### config.mk
export PLATFORM = sky130hd
export DESIGN_NAME = gray_seq_monitor_flat
export DESIGN_NICKNAME = d
export VERILOG_FILES = /design/src/rtl/gray_seq_monitor_pkg.sv /design/src/rtl/gray_seq_monitor_if.sv /design/src/rtl/gray_seq_monitor_gray2bin_dec.sv /design/src/rtl/gray_seq_monitor.sv /design/src/flat_wrapper.sv
export SDC_FILE = /design/constraint.sdc
export NUM_CORES = 1
export LEC_CHECK = 0
export ABC_AREA = 1
export CAP_MARGIN = 20
export CELL_PAD_IN_SITES_DETAIL_PLACEMENT = 1
export CELL_PAD_IN_SITES_GLOBAL_PLACEMENT = 2
export CORE_ASPECT_RATIO = 1.5
export CORE_UTILIZATION = 29
export DETAILED_ROUTE_END_ITERATION = 12
export PLACE_DENSITY_LB_ADDON = 0.12
export SYNTH_ARGS = -nofsm -noshare
export SYNTH_HDL_FRONTEND = slang
export SYNTH_HIERARCHICAL = 1
export SYNTH_SLANG_ARGS = --single-unit
### constraint.sdc
create_clock -name i_clk -period 1.9 [get_ports i_clk]
set_input_delay 0.19 -clock i_clk [delete_from_list [all_inputs] [get_ports i_clk]]
set_output_delay 0.19 -clock i_clk [all_outputs]
set_load 0.01 [all_outputs]
### src/rtl/gray_seq_monitor_pkg.sv
// Shared types and the Gray-to-binary helper for the Gray sequence monitor.
// The helper works on a fixed maximum width so that narrower callers can zero-extend into it.
package gray_mon_pkg;

  localparam int GRAY_MAX_W = 32;

  typedef enum logic [1:0] {ST_EMPTY, ST_SYNC, ST_LOCKED} gray_mon_state_t;

  typedef enum {STEP_INC, STEP_HOLD, STEP_DEC, STEP_ILLEGAL} gray_step_t;

  // Leading zeros decode to zeros, so a zero-extended narrow word keeps its value.
  function automatic logic [GRAY_MAX_W-1:0] gray2bin(input logic [GRAY_MAX_W-1:0] g);
    logic [GRAY_MAX_W-1:0] b;
    b[GRAY_MAX_W-1] = g[GRAY_MAX_W-1];
    for (int i = GRAY_MAX_W - 2; i >= 0; i--) begin
      b[i] = b[i+1] ^ g[i];
    end
    return b;
  endfunction

endpackage

### src/rtl/gray_seq_monitor_if.sv
// Sample/result bundle between a Gray counter (master) and the sequence monitor (slave).
// No backpressure: the monitor accepts every valid sample.
interface gray_seq_monitor_if #(
  parameter int DATA_WIDTH = 4,
  parameter int ERR_W      = 8
);

  logic [DATA_WIDTH-1:0] din;
  logic                  din_valid;
  logic [DATA_WIDTH-1:0] bin_out;
  logic                  bin_valid;
  logic                  step_err;
  logic [ERR_W-1:0]      err_count;
  logic                  locked;

  modport master (
    output din, din_valid,
    input  bin_out, bin_valid, step_err, err_count, locked
  );

  modport slave (
    input  din, din_valid,
    output bin_out, bin_valid, step_err, err_count, locked
  );

endinterface

### src/rtl/gray_seq_monitor_gray2bin_dec.sv
// Combinational Gray-to-binary decoder, zero latency, no backpressure.
module gray2bin_dec
  import gray_mon_pkg::*;
#(
  parameter int DATA_WIDTH = 4
) (
  input  logic [DATA_WIDTH-1:0] i_gray,
  output logic [DATA_WIDTH-1:0] o_bin
);

  logic [GRAY_MAX_W-1:0] w_bin_ext;
  logic                  w_unused_hi;

  assign w_bin_ext   = gray2bin(GRAY_MAX_W'(i_gray));
  assign o_bin       = w_bin_ext[DATA_WIDTH-1:0];
  assign w_unused_hi = ^w_bin_ext;

endmodule

### src/rtl/gray_seq_monitor.sv
// Gray sequence monitor: decodes samples, classifies steps, tracks lock and a saturating error count.
// 1-cycle latency, no backpressure; GRAY_MON_DOWN_EN also accepts down-counting steps.
module gray_seq_monitor
  import gray_mon_pkg::*;
#(
  parameter int DATA_WIDTH = 4,
  parameter int ERR_W      = 8,
  parameter int LOCK_STEPS = 4
) (
  input  logic              i_clk,
  input  logic              i_reset,
  gray_seq_monitor_if.slave mon_bus
);

  localparam int             GOOD_W  = 4;
  localparam logic [ERR_W-1:0] ERR_MAX = {ERR_W{1'b1}};

  gray_mon_state_t       r_state;
  logic [GOOD_W-1:0]     r_good;
  logic [DATA_WIDTH-1:0] r_pb;
  logic [DATA_WIDTH-1:0] r_bin_out;
  logic                  r_bin_valid;
  logic                  r_step_err;
  logic [ERR_W-1:0]      r_err_count;

  gray_mon_state_t       w_state_nxt;
  logic [GOOD_W-1:0]     w_good_nxt;
  logic [GOOD_W-1:0]     w_good_inc;
  logic [DATA_WIDTH-1:0] w_pb_nxt;
  logic [DATA_WIDTH-1:0] w_bin_out_nxt;
  logic                  w_bin_valid_nxt;
  logic                  w_step_err_nxt;
  logic [ERR_W-1:0]      w_err_count_nxt;

  logic [DATA_WIDTH-1:0] w_nb;
  logic [DATA_WIDTH-1:0] w_pb_inc;
  logic [DATA_WIDTH-1:0] w_pb_dec;
  gray_step_t            w_step;
  logic                  w_good_step;

  gray2bin_dec #(
    .DATA_WIDTH(DATA_WIDTH)
  ) u_dec (
    .i_gray(mon_bus.din),
    .o_bin (w_nb)
  );

  assign w_pb_inc   = r_pb + DATA_WIDTH'(1);
  assign w_pb_dec   = r_pb - DATA_WIDTH'(1);
  assign w_good_inc = r_good + GOOD_W'(1);

  always_comb begin
    w_step = STEP_ILLEGAL;
    if (w_nb == w_pb_inc) begin
      w_step = STEP_INC;
    end else if (w_nb == r_pb) begin
      w_step = STEP_HOLD;
`ifdef GRAY_MON_DOWN_EN
    end else if (w_nb == w_pb_dec) begin
      w_step = STEP_DEC;
`endif
    end
  end

  assign w_good_step = (w_step == STEP_INC) || (w_step == STEP_DEC);

  always_comb begin
    w_state_nxt     = r_state;
    w_good_nxt      = r_good;
    w_pb_nxt        = r_pb;
    w_bin_out_nxt   = r_bin_out;
    w_bin_valid_nxt = 1'b0;
    w_step_err_nxt  = 1'b0;
    w_err_count_nxt = r_err_count;

    if (mon_bus.din_valid) begin
      // pb follows every sample, legal or not, so the monitor re-phases after a glitch
      w_pb_nxt        = w_nb;
      w_bin_out_nxt   = w_nb;
      w_bin_valid_nxt = 1'b1;

      case (r_state)
        ST_EMPTY: begin
          w_state_nxt = ST_SYNC;
          w_good_nxt  = '0;
        end
        ST_SYNC: begin
          if (w_good_step) begin
            w_good_nxt = w_good_inc;
            if (w_good_inc == GOOD_W'(LOCK_STEPS)) begin
              w_state_nxt = ST_LOCKED;
            end
          end else if (w_step == STEP_ILLEGAL) begin
            w_good_nxt = '0;
          end
        end
        ST_LOCKED: begin
          if (w_step == STEP_ILLEGAL) begin
            w_state_nxt = ST_SYNC;
            w_good_nxt  = '0;
          end
        end
        default: begin
          w_state_nxt = ST_EMPTY;
          w_good_nxt  = '0;
        end
      endcase

      if ((r_state != ST_EMPTY) && (w_step == STEP_ILLEGAL)) begin
        w_step_err_nxt = 1'b1;
        if (r_err_count != ERR_MAX) begin
          w_err_count_nxt = r_err_count + ERR_W'(1);
        end
      end
    end
  end

  always_ff @(posedge i_clk) begin
    if (i_reset) begin
      r_state     <= ST_EMPTY;
      r_good      <= '0;
      r_pb        <= '0;
      r_bin_out   <= '0;
      r_bin_valid <= 1'b0;
      r_step_err  <= 1'b0;
      r_err_count <= '0;
    end else begin
      r_state     <= w_state_nxt;
      r_good      <= w_good_nxt;
      r_pb        <= w_pb_nxt;
      r_bin_out   <= w_bin_out_nxt;
      r_bin_valid <= w_bin_valid_nxt;
      r_step_err  <= w_step_err_nxt;
      r_err_count <= w_err_count_nxt;
    end
  end

  assign mon_bus.bin_out   = r_bin_out;
  assign mon_bus.bin_valid = r_bin_valid;
  assign mon_bus.step_err  = r_step_err;
  assign mon_bus.err_count = r_err_count;
  assign mon_bus.locked    = (r_state == ST_LOCKED);

endmodule
### src/flat_wrapper.sv
// flat-port wrapper written by rule: the top's interface ports become plain ports
module gray_seq_monitor_flat import gray_mon_pkg::*;
#(
  parameter int DATA_WIDTH = 4,
  parameter int ERR_W      = 8,
  parameter int LOCK_STEPS = 4
)
  (i_clk, i_reset, mon_bus_din, mon_bus_din_valid, mon_bus_bin_out, mon_bus_bin_valid, mon_bus_step_err, mon_bus_err_count, mon_bus_locked);
  gray_seq_monitor_if #(.DATA_WIDTH(DATA_WIDTH), .ERR_W(ERR_W)) mon_bus_i ();
  input  logic i_clk;
  input  logic i_reset;
  input wire logic [$bits(mon_bus_i.din)-1:0] mon_bus_din;
  input wire logic [$bits(mon_bus_i.din_valid)-1:0] mon_bus_din_valid;
  output wire logic [$bits(mon_bus_i.bin_out)-1:0] mon_bus_bin_out;
  output wire logic [$bits(mon_bus_i.bin_valid)-1:0] mon_bus_bin_valid;
  output wire logic [$bits(mon_bus_i.step_err)-1:0] mon_bus_step_err;
  output wire logic [$bits(mon_bus_i.err_count)-1:0] mon_bus_err_count;
  output wire logic [$bits(mon_bus_i.locked)-1:0] mon_bus_locked;
  assign mon_bus_i.din = mon_bus_din;
  assign mon_bus_i.din_valid = mon_bus_din_valid;
  assign mon_bus_bin_out = mon_bus_i.bin_out;
  assign mon_bus_bin_valid = mon_bus_i.bin_valid;
  assign mon_bus_step_err = mon_bus_i.step_err;
  assign mon_bus_err_count = mon_bus_i.err_count;
  assign mon_bus_locked = mon_bus_i.locked;
  gray_seq_monitor #(.DATA_WIDTH(DATA_WIDTH), .ERR_W(ERR_W), .LOCK_STEPS(LOCK_STEPS)) u_core (.i_clk(i_clk), .i_reset(i_reset), .mon_bus(mon_bus_i));
endmodule
==> run_results.csv <==
group,metric,value,unit
synthesis,ys_warn_count,6,
cts,cts_buffers,3,
worst_setup_path,regToRegStartpoint,"u_core/mon_bus.bin_out[0]",
floorplan,row_count,30,
global_routing,overflow,0,
floorplan,initial_utilization,0.305,
global_routing,grt_pass1_vias,1577,
hold_path,hp-start,"u_core/mon_bus.err_count[7]",
sta,setup_slack,0.159,ns
sta,relSlewSlack,0.671,
synthesis,synth_compound_area_frac,0.0975,
worst_setup_path,criticalPathCategory,"in -> reg",
cells_and_area,area_delta_synth_final,34.3,%
floorplan,die_h,87.1,µm
global_routing,grtUsageTotal,0.185,
global_routing,grt_pass1_wl,7090,µm
worst_setup_path,critPathMaxFanout,7,
placement,port_buffers,21,
worst_setup_path,cp_num_buf_inv,3,
cts,root_buffer,"clkbuf_8",
route,routed_wl,4140,µm
placement,hpwlAfterDp,3340,µm
cts,clk_latency,0.26,ns
cells_and_area,multiInputGateArea,913,µm²
status,outcome,"finished clean",
route,num_vias,1467,
hold_path,hold_depth,2,
synthesis,syn_inst,208,
sta,period_share,0.916,
cells_and_area,register_area,402,µm²
worst_setup_path,cp-end-kind,"flop",
sta,drv_slew,0,
worst_setup_path,cp.required,2.06,ns
worst_setup_path,path_cells,"dlygate4sd2_1 -> inv_1 -> nand2_1 -> nand3_1 -> nand3_1 -> nand2_1 -> inv_1 -> nand2_1 -> nand2_2 -> and2_4 -> nand2_2 -> nand2_8 -> nor2_8 -> nand2_4 -> nand2_1 -> a21oi_1",
route,wl_per_cell,13.5,µm
cells_and_area,nFillCells,607,
cts,postCtsSetupRepairBufs,0,
pwr,cellPowerDensity,661,nW/µm²
floorplan,coreArea,4580,µm²
cells_and_area,final_common_cell,"nand2_1",
route,via_per_inst,4.78,
pwr,total_power,1.24,mW
pwr,max-vdd-ir-drop,0.229,mV
floorplan,die_w,58.7,µm
worst_setup_path,r2r-end,"u_core/r_state[1]",
synthesis,syn_area,1400,µm²
worst_setup_path,crit_slowest_cell,"dlygate4sd2_1",
cts,numClockSinks,20,
sta,holdWs,0.508,ns
pwr,p_leak,0.822,nW
worst_setup_path,worstPathArrival,1.90,ns
cells_and_area,fin_util,0.410,
cells_and_area,layout_common_cells,"nand2_1, nand3_1, inv_1",
route,drt_first_iter_violations,29,
synthesis,ys_types,29,
global_routing,grt_start_max_net_pins,14,
sta,setup_violations,0,
sta,rsz0062_at_grt,"no",
synthesis,synth_top_family_by_area,"simple AND/OR/NAND/NOR gates",
synthesis,synth_nets,223,
route,postRouteAntennaNets,0,
floorplan,die_area,5110,µm²
worst_setup_path,r2r_setup_slack,0.19,ns
sta,tightest_slew,0.493,ns
synthesis,yosys.area_share.simple,0.409,
synthesis,synth_top_area_frac,0.286,
worst_setup_path,cpLargestDelayFamily,"simple AND/OR/NAND/NOR gates",
sta,post-route-min-period,1.74,ns
cells_and_area,drive_above_1_share,0.189,
cts,htree_levels,1,
synthesis,yosysTopAreaCell,"dfxtp_1",
synthesis,synth_area_leaders,"dfxtp_1, nand2_1, nand3_1",
floorplan,io-pin-count,22,
hold_path,min_to,"u_core/mon_bus.err_count[7]",
worst_setup_path,crit_path_start_kind,"primary input",
placement,preCtsSetupSlack,-0.410,ns
worst_setup_path,timing.reg2reg.worst_path_depth,12,
synthesis,muxShareOfSynthArea,0,
hold_path,worstHoldPathType,"reg -> reg",
placement,place_congestion,0.710,
cells_and_area,final_nets,259,
sta,max_freq,574,MHz
route,drc_errors,0,
cts,clkTransAtPathRegs,0.08,ns
global_routing,antenna_found_initial,0,
synthesis,postSynthAreaPerCell,6.73,µm²
flow_run,max_cap_violations,0,
worst_setup_path,path_common_cell,"nand2_1",
sta,hold_viol_final,0,
synthesis,synth_xor_area_frac,0.0438,
cts,postCtsHoldBufs,0,
cts,cts_tree,"done",
synthesis,synth-adder-area-share,0.0716,
route,first_pass_iters,4,
cells_and_area,insertedDiodeCount,0,
sta,fin_skew,0.00360,ns
worst_setup_path,cp_slowest_stage_delay,0.27,ns
synthesis,synth-seq-cells,20,
cts,clockBufferDepth,2,
synthesis,ys_seq_area_frac,0.286,
[worst max-delay path by stage]
stage,start,endpoint,slack [ns],depth (start not counted)
2_1_floorplan,u_core/mon_bus.bin_out[1],u_core/r_state[0],0.28,11
3_3_place_gp,mon_bus_din[3],u_core/mon_bus.err_count[1],-0.27,16
3_5_place_dp,mon_bus_din[3],u_core/r_state[1],-0.41,17
4_1_cts,u_core/r_state[0],mon_bus_locked,0.06,3
5_1_grt,mon_bus_din[3],u_core/r_good[2],0.02,17
6_report,mon_bus_din[2],u_core/mon_bus.err_count[5],0.16,16
[where the power goes]
part,internal (mW),leakage [nW],total [mW],switching (mW)
Sequential,0.436,0.163,0.453,0.0171
Clock,0.281,0.0357,0.433,0.151
Combinational,0.148,0.623,0.357,0.209
Total,0.865,0.822,1.24,0.378
[synthesized netlist by cell type]
cell type and number:
ha_1 8, a31oi_1 1, o21bai_1 1, inv_2 3
nand2_4 2, nand3_1 26, a21oi_2 2, nand4_1 6
and2_1 1, nand2_1 55, nand2_2 4, a21oi_1 15
inv_1 26, nand3b_1 1, dfxtp_1 20, o21ai_1 2
xor2_1 3, nor2_2 3, nor4_1 1, nor2_1 9
buf_4 1, nand3_2 3, nor3_1 2, nor2_8 1
o21ai_0 4, xnor2_1 4, buf_2 1, nand3_4 1
clkbuf_1 2
[routing by layer]
layer,up-vias,GRT usage,share of wire
met5,-,0,0
met4,0,0.0649,0.012
met3,4,0.0134,0.016
met2,19,0.409,0.63
met1,699,0.160,0.34
li1,745,-,-
[worst min-delay path: stages, from the launching register on]
cell	delay [ns]
dfxtp_1	0.34
nand2_1	0.07
a21oi_1	0.05
[repair_timing]
item	CTS	global route
endpoints found under the setup margin	14	13
cloned	1	0
pin swaps	2	2
gates resized for setup	7	7
[state kept, by name, indices dropped and copies added, names as in the netlist]
name	flops
u_core/r_good	4
u_core/mon_bus.bin_out	4
u_core/r_state	2
u_core/mon_bus.bin_valid	1
u_core/mon_bus.err_count	8
u_core/mon_bus.step_err	1
[final cells by class]
class | count | area share
Tap cell | 64 | 0.0426
Multi-Input combinational cell | 156 | 0.486
Clock buffer | 3 | 0.0220
Clock inverter | 1 | 0.0160
Sequential cell | 20 | 0.214
Timing Repair Buffer | 34 | 0.162
Inverter | 29 | 0.0579
[through the flow]
| stage | instance area (µm²) | TNS, ns | cells |
|---|---|---|---|
| final | 1880 | 0 | 307 |
| after global placement | 1770 | -3.46 | 302 |
| after detailed placement | 1770 | -5.53 | 302 |
| after floorplan | 1400 | 0 | 208 |
| after global routing | 1880 | 0 | 307 |
| after CTS | 1860 | 0 | 307 |
[cell families (layout without fill, tap and decap cells)]
family	after synthesis	count (layout)
buf+inv	33	67
xor+xnor	7	7
fa+ha+maj	8	8
compound gates	25	25
simple gates	115	116
flops	20	20
Power figures use the tool's default switching activity.
